## config.mk

```make
export PLATFORM = sky130hd
export DESIGN_NAME = sdram_sched
export DESIGN_NICKNAME = d
export VERILOG_FILES = /design/src/rtl/sdram_sched.sv
export SDC_FILE = /design/constraint.sdc
export NUM_CORES = 1
export LEC_CHECK = 0
export ABC_AREA = 1
export BUFFER_PORTS_ARGS = -buffer_cell sky130_fd_sc_hd__buf_4
export CAP_MARGIN = 0
export CORE_UTILIZATION = 55
export CTS_BUF_LIST = sky130_fd_sc_hd__clkbuf_8
export DETAILED_ROUTE_END_ITERATION = 6
export HOLD_SLACK_MARGIN = 0.06
export PLACE_DENSITY = 0.82
export SLEW_MARGIN = 20
export SYNTH_ARGS = -nofsm -noshare
export SYNTH_HDL_FRONTEND = slang
export SYNTH_SLANG_ARGS = --single-unit
```

## constraint.sdc

```tcl
create_clock -name clk -period 2 [get_ports clk]
set_input_delay 0 -clock clk [delete_from_list [all_inputs] [get_ports clk]]
set_output_delay 0 -clock clk [all_outputs]
set_load 0.005 [all_outputs]
```

## src/rtl/sdram_sched.sv

```systemverilog
`default_nettype none
// +-----------------------------------------------------------------------------+
// | sdram_sched : SDRAM command-port arbiter for video refill, writeback, fill   |
// | Revision    : 1.0                                                            |
// +-----------------------------------------------------------------------------+
module sdram_sched #(
  parameter int          VID_WORDS   = 3072,
  parameter logic [14:0] VID_BASE    = 15'h6ff8,
  parameter int          VID_BEATS   = 16,
  parameter int          LINE_BEATS  = 128,
  parameter int          MAX_VID_RUN = 4
) (
  input  logic        clk,
  input  logic        rst,
  input  logic        vid_low,
  input  logic        vid_empty,
  input  logic        vsync,
  input  logic        wb_req,
  input  logic [11:0] wb_addr,
  input  logic        fill_req,
  input  logic [11:0] fill_addr,
  output logic [1:0]  sys_cmd,
  output logic [17:0] sys_addr,
  input  logic [1:0]  sys_cmd_ack,
  input  logic        sys_rd_valid,
  input  logic        sys_wr_valid,
  input  logic [15:0] sys_dout,
  output logic        cache_wdata,
  output logic        cache_rdata,
  output logic [31:0] vid_data,
  output logic        vid_wen,
  output logic [11:0] vid_line,
  output logic        busy
);

  localparam logic [1:0] c_st_idle  = 2'd0;
  localparam logic [1:0] c_st_issue = 2'd1;
  localparam logic [1:0] c_st_xfer  = 2'd2;

  localparam logic [1:0] c_cmd_nop  = 2'b00;
  localparam logic [1:0] c_cmd_wr   = 2'b01;
  localparam logic [1:0] c_cmd_vid  = 2'b10;
  localparam logic [1:0] c_cmd_fill = 2'b11;

  localparam logic [2:0]  c_run_max  = 3'(MAX_VID_RUN);
  localparam logic [11:0] c_line_max = 12'(VID_WORDS - 1);

  logic [1:0]  state_q, state_d;
  logic [1:0]  sys_cmd_q, sys_cmd_d;
  logic [17:0] sys_addr_q, sys_addr_d;
  logic [1:0]  owner_q, owner_d;
  logic [7:0]  beat_q, beat_d;
  logic [2:0]  run_q, run_d;
  logic        phase_q, phase_d;
  logic [15:0] low_q, low_d;
  logic [31:0] vid_data_q, vid_data_d;
  logic        vid_wen_q, vid_wen_d;
  logic [11:0] vid_line_q, vid_line_d;
  logic        vs_meta_q, vs_sync_q, vs_prev_q;
  logic        pend_q, pend_d;

  logic        w_idle, w_issue, w_xfer;
  logic        w_cache_pend, w_guard;
  logic        w_gnt_vid, w_gnt_wb, w_gnt_fill;
  logic        w_ack_match, w_own_beat, w_last_beat;
  logic        w_vs_rise, w_resync;
  logic [11:0] w_line_eff;
  logic [14:0] w_vid_off, w_vid_sum;
  logic [17:0] w_vid_addr;

  assign w_idle  = (state_q == c_st_idle);
  assign w_issue = (state_q == c_st_issue);
  assign w_xfer  = (state_q == c_st_xfer);

  // A pending cache request that has waited MAX_VID_RUN video bursts takes the
  // port, unless the video FIFO has fully drained.
  assign w_cache_pend = wb_req | fill_req;
  assign w_guard      = w_cache_pend && (run_q == c_run_max) && !vid_empty;
  assign w_gnt_vid    = w_idle && vid_low && !w_guard;
  assign w_gnt_wb     = w_idle && !w_gnt_vid && wb_req;
  assign w_gnt_fill   = w_idle && !w_gnt_vid && !wb_req && fill_req;

  assign w_ack_match  = w_issue && (sys_cmd_ack == sys_cmd_q);
  assign w_own_beat   = w_xfer && ((owner_q == c_cmd_wr) ? sys_wr_valid : sys_rd_valid);
  assign w_last_beat  = w_own_beat && (beat_q == 8'd1);

  assign w_vs_rise  = vs_sync_q & ~vs_prev_q;
  assign w_resync   = w_idle && (pend_q || w_vs_rise);
  assign w_line_eff = w_resync ? 12'd0 : vid_line_q;

  // Line index is scrambled into the framebuffer offset; the 15-bit add drops carry.
  assign w_vid_off  = {3'b000, ~w_line_eff[11:2], w_line_eff[1:0]};
  assign w_vid_sum  = VID_BASE + w_vid_off;
  assign w_vid_addr = {w_vid_sum, 3'b000};

  always_ff @(posedge clk or negedge rst) begin
    if (!rst) begin
      state_q <= c_st_idle;
    end else begin
      state_q <= state_d;
    end
  end

  always_comb begin
    state_d = state_q;
    case (state_q)
      c_st_idle:  if (w_gnt_vid || w_gnt_wb || w_gnt_fill) state_d = c_st_issue;
      c_st_issue: if (w_ack_match) state_d = c_st_xfer;
      c_st_xfer:  if (w_last_beat) state_d = c_st_idle;
      default:    state_d = c_st_idle;
    endcase
  end

  always_comb begin
    busy        = !w_idle;
    cache_wdata = w_xfer && (owner_q == c_cmd_fill) && sys_rd_valid;
    cache_rdata = w_xfer && (owner_q == c_cmd_wr) && sys_wr_valid;
  end

  always_comb begin
    sys_cmd_d  = sys_cmd_q;
    sys_addr_d = sys_addr_q;
    owner_d    = owner_q;
    beat_d     = beat_q;
    run_d      = run_q;
    phase_d    = phase_q;
    low_d      = low_q;
    vid_data_d = vid_data_q;
    vid_wen_d  = 1'b0;
    vid_line_d = vid_line_q;
    pend_d     = pend_q;

    if (!w_cache_pend || w_gnt_wb || w_gnt_fill) begin
      run_d = 3'd0;
    end else if (w_gnt_vid && (run_q != c_run_max)) begin
      run_d = run_q + 3'd1;
    end

    if (w_gnt_vid) begin
      sys_cmd_d  = c_cmd_vid;
      sys_addr_d = w_vid_addr;
    end else if (w_gnt_wb) begin
      sys_cmd_d  = c_cmd_wr;
      sys_addr_d = {wb_addr, 6'b0};
    end else if (w_gnt_fill) begin
      sys_cmd_d  = c_cmd_fill;
      sys_addr_d = {fill_addr, 6'b0};
    end

    if (w_ack_match) begin
      sys_cmd_d = c_cmd_nop;
      owner_d   = sys_cmd_q;
      phase_d   = 1'b0;
      beat_d    = (sys_cmd_q == c_cmd_vid) ? 8'(VID_BEATS) : 8'(LINE_BEATS);
    end

    if (w_own_beat) begin
      beat_d = beat_q - 8'd1;
      if (owner_q == c_cmd_vid) begin
        phase_d = ~phase_q;
        if (!phase_q) begin
          low_d = sys_dout;
        end else begin
          vid_data_d = {sys_dout, low_q};
          vid_wen_d  = 1'b1;
        end
      end
    end

    // An ack increment in ISSUE lands first; a pending resync waits for IDLE.
    if (w_resync) begin
      vid_line_d = 12'd0;
      pend_d     = 1'b0;
    end else begin
      if (w_vs_rise) pend_d = 1'b1;
      if (w_ack_match && (sys_cmd_q == c_cmd_vid)) begin
        vid_line_d = (vid_line_q == c_line_max) ? 12'd0 : vid_line_q + 12'd1;
      end
    end
  end

  always_ff @(posedge clk or negedge rst) begin
    if (!rst) begin
      sys_cmd_q  <= c_cmd_nop;
      sys_addr_q <= 18'd0;
      owner_q    <= c_cmd_nop;
      beat_q     <= 8'd0;
      run_q      <= 3'd0;
      phase_q    <= 1'b0;
      low_q      <= 16'd0;
      vid_data_q <= 32'd0;
      vid_wen_q  <= 1'b0;
      vid_line_q <= 12'd0;
      vs_meta_q  <= 1'b0;
      vs_sync_q  <= 1'b0;
      vs_prev_q  <= 1'b0;
      pend_q     <= 1'b0;
    end else begin
      sys_cmd_q  <= sys_cmd_d;
      sys_addr_q <= sys_addr_d;
      owner_q    <= owner_d;
      beat_q     <= beat_d;
      run_q      <= run_d;
      phase_q    <= phase_d;
      low_q      <= low_d;
      vid_data_q <= vid_data_d;
      vid_wen_q  <= vid_wen_d;
      vid_line_q <= vid_line_d;
      vs_meta_q  <= vsync;
      vs_sync_q  <= vs_meta_q;
      vs_prev_q  <= vs_sync_q;
      pend_q     <= pend_d;
    end
  end

  assign sys_cmd  = sys_cmd_q;
  assign sys_addr = sys_addr_q;
  assign vid_data = vid_data_q;
  assign vid_wen  = vid_wen_q;
  assign vid_line = vid_line_q;

endmodule
`default_nettype wire

```

== After elaboration in Yosys (flattened, before gate mapping) ==
Index checks and enable logic that the tools add are counted.
Operators by class
  add/sub/neg operators: 4
  equality and inequality tests: 14
  multiplexer cells: 29
  bitwise gates (word level): 5
  reductions and logical operators: 39
Operator list (number)
  two-way mux 18 bit: 3
  two-way mux 12 bit: 4
  two-way mux 8 bit: 3
  logical AND 1 bit: 18
  adder 14 x 13 -> 15 bit, first input constant: 1
  two-way mux 2 bit: 7
  adder 12 x 1 -> 12 bit, second input constant: 1
  == test 12 bit, second input constant: 1
  inverter 10 bit: 1
  two-way mux 1 bit: 9
  AND reduction 3 bit: 3
  == test 2 bit, second input constant: 4
  == test 8 x 1 -> 1 bit, second input constant: 1
  nonzero test 2 bit: 4
  subtractor 8 x 1 -> 8 bit, second input constant: 1
  zero test 1 bit: 6
  two-way mux 3 bit: 2
  != test 2 x 1 -> 1 bit, second input constant: 3
  case mux 2 bit (3 select lines): 1
  logical OR 1 bit: 5
  == test 2 x 1 -> 1 bit, second input constant: 2
  nonzero test 4 bit: 1
  adder 3 x 1 -> 3 bit, second input constant: 1
  == test 3 bit, second input constant: 1
  other kinds (7): 8
Storage, ports and cells
  flip-flop bits (word level): 101
  bits of input ports: 51
  word-level logic and storage cells: 106

== Depth between registers and ports, before layout ==
  word-level depth: 13
  mapped depth: 13
  depth with buffers taken out: 12

== Worst setup path before layout ==
No wires, ideal clock.
  path type: flip-flop to flip-flop
  from: register state_q[0]
  to: register sys_addr_q[12], in the netlist sys_addr[12]
  setup time: 77 ps
  arrival time: 1690 ps
  required time: 1923 ps
  setup slack: 232 ps
  stages on the path, launching flop included: 11
  period minus slack after synthesis: 1768 ps
  cells stage by stage: dfrtp_1 -> nor2_4 -> nand2_1 -> buf_2 -> inv_1 -> nor2_1 -> ha_1 -> nand4_1 -> o21bai_1 -> nand3_1 -> a21oi_1
Between the ends
  word-level cells in the longest chain between the ends: 8
Ends and longest elaborated chain
  start: declaration: line 48  | logic [1:0] state_q, state_d;
  start signal: assignment: line 98  | state_q <= c_st_idle;
  start signal: assignment: line 100  | state_q <= state_d;
  zero test 2 bit (*): line 71  | assign w_idle = (state_q == c_st_idle);
  parallel branches: the longest is 7 deep, another holds adder 14 x 13 -> 15 bit
  end signal: assignment: line 200  | sys_addr_q <= sys_addr_d;
  end: declaration: line 50  | logic [17:0] sys_addr_q, sys_addr_d;
Every way passes the cells marked *.
A chain may end at the register's enable or synchronous reset.

== Worst setup path in the final report ==
  from: register state_q[1]
  to: register run_q[1]
Between the ends
  word-level cells in the longest chain between the ends: 9
Ends and longest elaborated chain
  zero test 2 bit (*): line 71
  logical AND 1 bit (2 in series): line 79  | assign w_gnt_vid = w_idle && vid_low && !w_guard;
  zero test 1 bit: line 80, 81
  logical AND 1 bit: line 80, 81
  logical AND 1 bit, on equally long branches: line 80, 81
  logical OR 1 bit or logical AND 1 bit (tied branches): line 133, 81
  logical OR 1 bit: line 133  | if (!w_cache_pend || w_gnt_wb || w_gnt_fill) begin
  two-way mux 3 bit or nonzero test 2 bit (tied branches)
  end signal: assignment: line 203  | run_q <= run_d;
  end: declaration: line 53  | logic [2:0] run_q, run_d;
Mark *: on every way between the ends. The rest lies on a longest branch, timed or not.

==> results.md <==
- Relative slew slack: 65.07%
- Final Hold Viols: 0
- Leading register cell type out of synthesis: sky130_fd_sc_hd__dfrtp_1
- Count of final setup violators: 0
- Total routing resource utilization after global routing: 29.51%
- H-tree level count: 3
- Top cells by count, synth: sky130_fd_sc_hd__nand2_1 (164), sky130_fd_sc_hd__dfrtp_1 (98), sky130_fd_sc_hd__inv_1 (66)
- Ys async rst share: 100.0%
- Outcome: finished, final reports clean
- Placed insts: 775
- Fraction of final layout cells sized beyond drive strength 1: 22.42%
- # clock sinks: 98
- Fillcell total: 598
- Number of standard cells after synthesis: 561
- Boundary Pins: 119
- RD Place Congestion: 0.9597
- Leakage component of the power: 0.003316 uW
- Arrival time worst endpoint: 2080 ps
- Chip height: 94.33 um
- Worst supply voltage drop on vdd: 0.4888 mV
- Cell types with the largest area share after synthesis: sky130_fd_sc_hd__dfrtp_1 (52%), sky130_fd_sc_hd__nand2_1 (13%), sky130_fd_sc_hd__o21ai_0 (6.0%), sky130_fd_sc_hd__inv_1 (5.3%), sky130_fd_sc_hd__nand3_1 (3.0%)
- NumNets Final: 779
- Worst Hold Margin: 73.84 ps
- Accumulated negative setup slack: 0 ps
- Placement Rows: 33
- Synthesized area divided by synthesized cell count: 8.357 um2
- Number of buffers inserted during clock tree synthesis: 9
- Crit-path max FO: 11
- Library cell with the largest summed area after synthesis: sky130_fd_sc_hd__dfrtp_1
- Sequential share of the synthesized area: 52.31%
- Number of library cell types mapped by synthesis: 39
- Initial antenna violation count: 0
- Master cell of the clock root buffer: sky130_fd_sc_hd__clkbuf_8
- Initial core utilization: 57.06%
- Proportion of netlist area held by the largest area contributor: 52.31%
- Post-Route WL: 12280 um
- Yosys warns: 0
- Mean number of vias per cell: 5.344
- Min Clock Period, post-route: 1834 ps
- Max-Cap Viols: 0
- Remaining global-route overflow: 0
- Floorplan Core Area: 8217 um2
- Maximum clock skew at final layout: 16.98 ps
- RSZ-0062 raised after global routing: no
- CTS tree: done
- Sequential cell area: 2454 um2
- Antenna diode count: 0
- Count of input and output buffers: 115
- Largest net degree at the start of global routing: 63
- Multi-input combinational cell area: 1842 um2
- FF+latch count, synth: 98
- Share of the clock period used by the worst path after layout: 91.69%
- Type of element capturing the critical path: flop
- Number of DRC violations after detailed routing: 0
- Required arrival time at the worst endpoint: 2240 ps
- Initial detailed-routing violation count: 256
- Worst-Margin Slew: 520.0 ps
- First-pass detailed-route iteration total: 5
- Cell with the most instances after synthesis: sky130_fd_sc_hd__nand2_1
- Number of enable flip-flop cells after synthesis: 0
- Die Area: 8897 um2
- Timing-limited maximum frequency: 545.3 MHz
- Buffer depth of the longest clock path: 2
- Path category of the worst min-delay check: primary input to flop
- Pre-CTS setup slack: 184.6 ps
- Wire length of the first global-routing pass: 20280 um
- Worst setup SP type: flop
- Detailed-placement wirelength estimate: 8389 um
- Vias post-DR: 4446
- Overall power after layout: 6858 uW
- Cell Pwr Density: 1087 nW/um2
- Horizontal extent of the die: 94.33 um
- Total count of max-transition violations in the final report: 0
- Mapped Area: 4688 um2
- Area added between synthesis and finish: 34.56%
- Number of cells in the finished layout apart from fillers: 832
- Skew-Pair Late Insertion Delay: 370 ps
- ANT nets after route: 0
- Reg clk slew, reported paths: 100 ps
- Wire length per cell after detailed routing: 14.76 um
- CP Class: flop to flop
- Post-layout worst setup margin: 166.1 ps
- Via count of the first global-routing pass: 4435
registers in the layout, summed over array words and instances (netlist names):
signal / cells
beat_q: 8
low_q: 16
owner_q: 2
pend_q: 1
phase_q: 1
run_q: 3
state_q: 2
sys_addr: 15
sys_cmd: 2
vid_data: 32
vid_line: 12
vid_wen: 1
vs_meta_q: 1
vs_prev_q: 1
vs_sync_q: 1
layer usage:
metal | share of wire (%) | wire length [um] | track usage, % | vias to the layer above
met5 | 0 | 0 | 0 | -
met3 | 5.3 | 650 | 4.450 | 47
met4 | 4.0 | 494 | 15.51 | 0
met1 | 40 | 4967 | 36.45 | 2102
li1 | - | - | - | 2125
met2 | 50 | 6171 | 50.00 | 172
layout by cell type (no fill, tap or decap), types with 3 or more instances in the layout:
cell type / Yosys / final
sky130_fd_sc_hd__nand2_1: 164 / 164
sky130_fd_sc_hd__buf_4: 4 / 128
sky130_fd_sc_hd__dfrtp_1: 98 / 97
sky130_fd_sc_hd__inv_1: 66 / 66
sky130_fd_sc_hd__o21ai_0: 56 / 56
sky130_fd_sc_hd__dlygate4sd3_1: 0 / 40
sky130_fd_sc_hd__nor2_1: 32 / 32
sky130_fd_sc_hd__nand3_1: 28 / 28
sky130_fd_sc_hd__a21oi_1: 12 / 12
sky130_fd_sc_hd__nand4_1: 11 / 11
sky130_fd_sc_hd__clkbuf_8: 0 / 9
sky130_fd_sc_hd__o211ai_1: 7 / 7
sky130_fd_sc_hd__nor3_1: 6 / 6
sky130_fd_sc_hd__xor2_1: 6 / 6
sky130_fd_sc_hd__o21bai_1: 6 / 6
sky130_fd_sc_hd__ha_1: 6 / 6
sky130_fd_sc_hd__o21ai_2: 4 / 4
sky130_fd_sc_hd__o21ai_1: 4 / 4
sky130_fd_sc_hd__inv_2: 3 / 3
sky130_fd_sc_hd__nor4_1: 3 / 3
sky130_fd_sc_hd__o22ai_1: 3 / 3
sky130_fd_sc_hd__conb_1: 1 / 3
sky130_fd_sc_hd__inv_6: 0 / 3
cells by family after synthesis:
kind of cell | after synthesis | synth area share, %
simple gates | 254 | 23.43
compound gates | 102 | 12.52
flops | 98 | 52.31
buf+inv | 92 | 8.567
xor+xnor | 8 | 1.495
fa+ha+maj | 6 | 1.601
other cells | 1 | 0.07999
worst paths after layout:
path	start	endpoint	slack (ps)	cells past startpoint
hold / removal	fill_req	sys_cmd[0]	70	5
max in group asynchronous	rst	beat_q[6]	1160	3
min in group asynchronous	rst	sys_addr[16]	130	2
setup / recovery	state_q[1]	run_q[1]	170	8
setup reg to reg	state_q[1]	run_q[1]	170	8
hold reg to reg	vs_meta_q	vs_sync_q	360	0
worst max-delay path, stage by stage (launching register included):
cell	delay (ps)
sky130_fd_sc_hd__dfrtp_1	450
sky130_fd_sc_hd__nor2_4	210
sky130_fd_sc_hd__inv_2	100
sky130_fd_sc_hd__nor2_1	120
sky130_fd_sc_hd__nand2_2	110
sky130_fd_sc_hd__inv_1	300
sky130_fd_sc_hd__nand2_1	170
sky130_fd_sc_hd__o21ai_0	200
sky130_fd_sc_hd__a21oi_1	60
cell type report:
| type | instances | share of cell area, % |
|---|---|---|
| Timing Repair Buffer | 170 | 22.21 |
| Inverter | 70 | 4.185 |
| Multi-Input combinational cell | 373 | 29.19 |
| Sequential cell | 98 | 38.89 |
| Tap cell | 105 | 2.083 |
| Clock buffer | 9 | 1.964 |
| Clock inverter | 7 | 1.468 |
repair_timing:
| item | in CTS | in global routing |
|---|---|---|
| hold endpoints to repair | 81 | 0 |
| setup endpoints to repair | 0 | 5 |
| buffers inserted | 0 | 1 |
| hold buffers | 40 | 0 |
| resized for setup | 0 | 1 |
where the power goes:
part	internal [uW]	switching, uW
clock network	614	752
registers	2520	422
logic	1120	1430
total	4250	2610
metrics by stage:
| step | utilization [%] | area (um2) |
|---|---|---|
| after global placement | 69.16 | 5683 |
| after global routing | 76.78 | 6309 |
| after CTS | 76.67 | 6300 |
| final | 76.78 | 6309 |
| after detailed placement | 69.16 | 5683 |
| after floorplan | - | 4696 |
No activity file was read; power rests on OpenSTA's default activity.
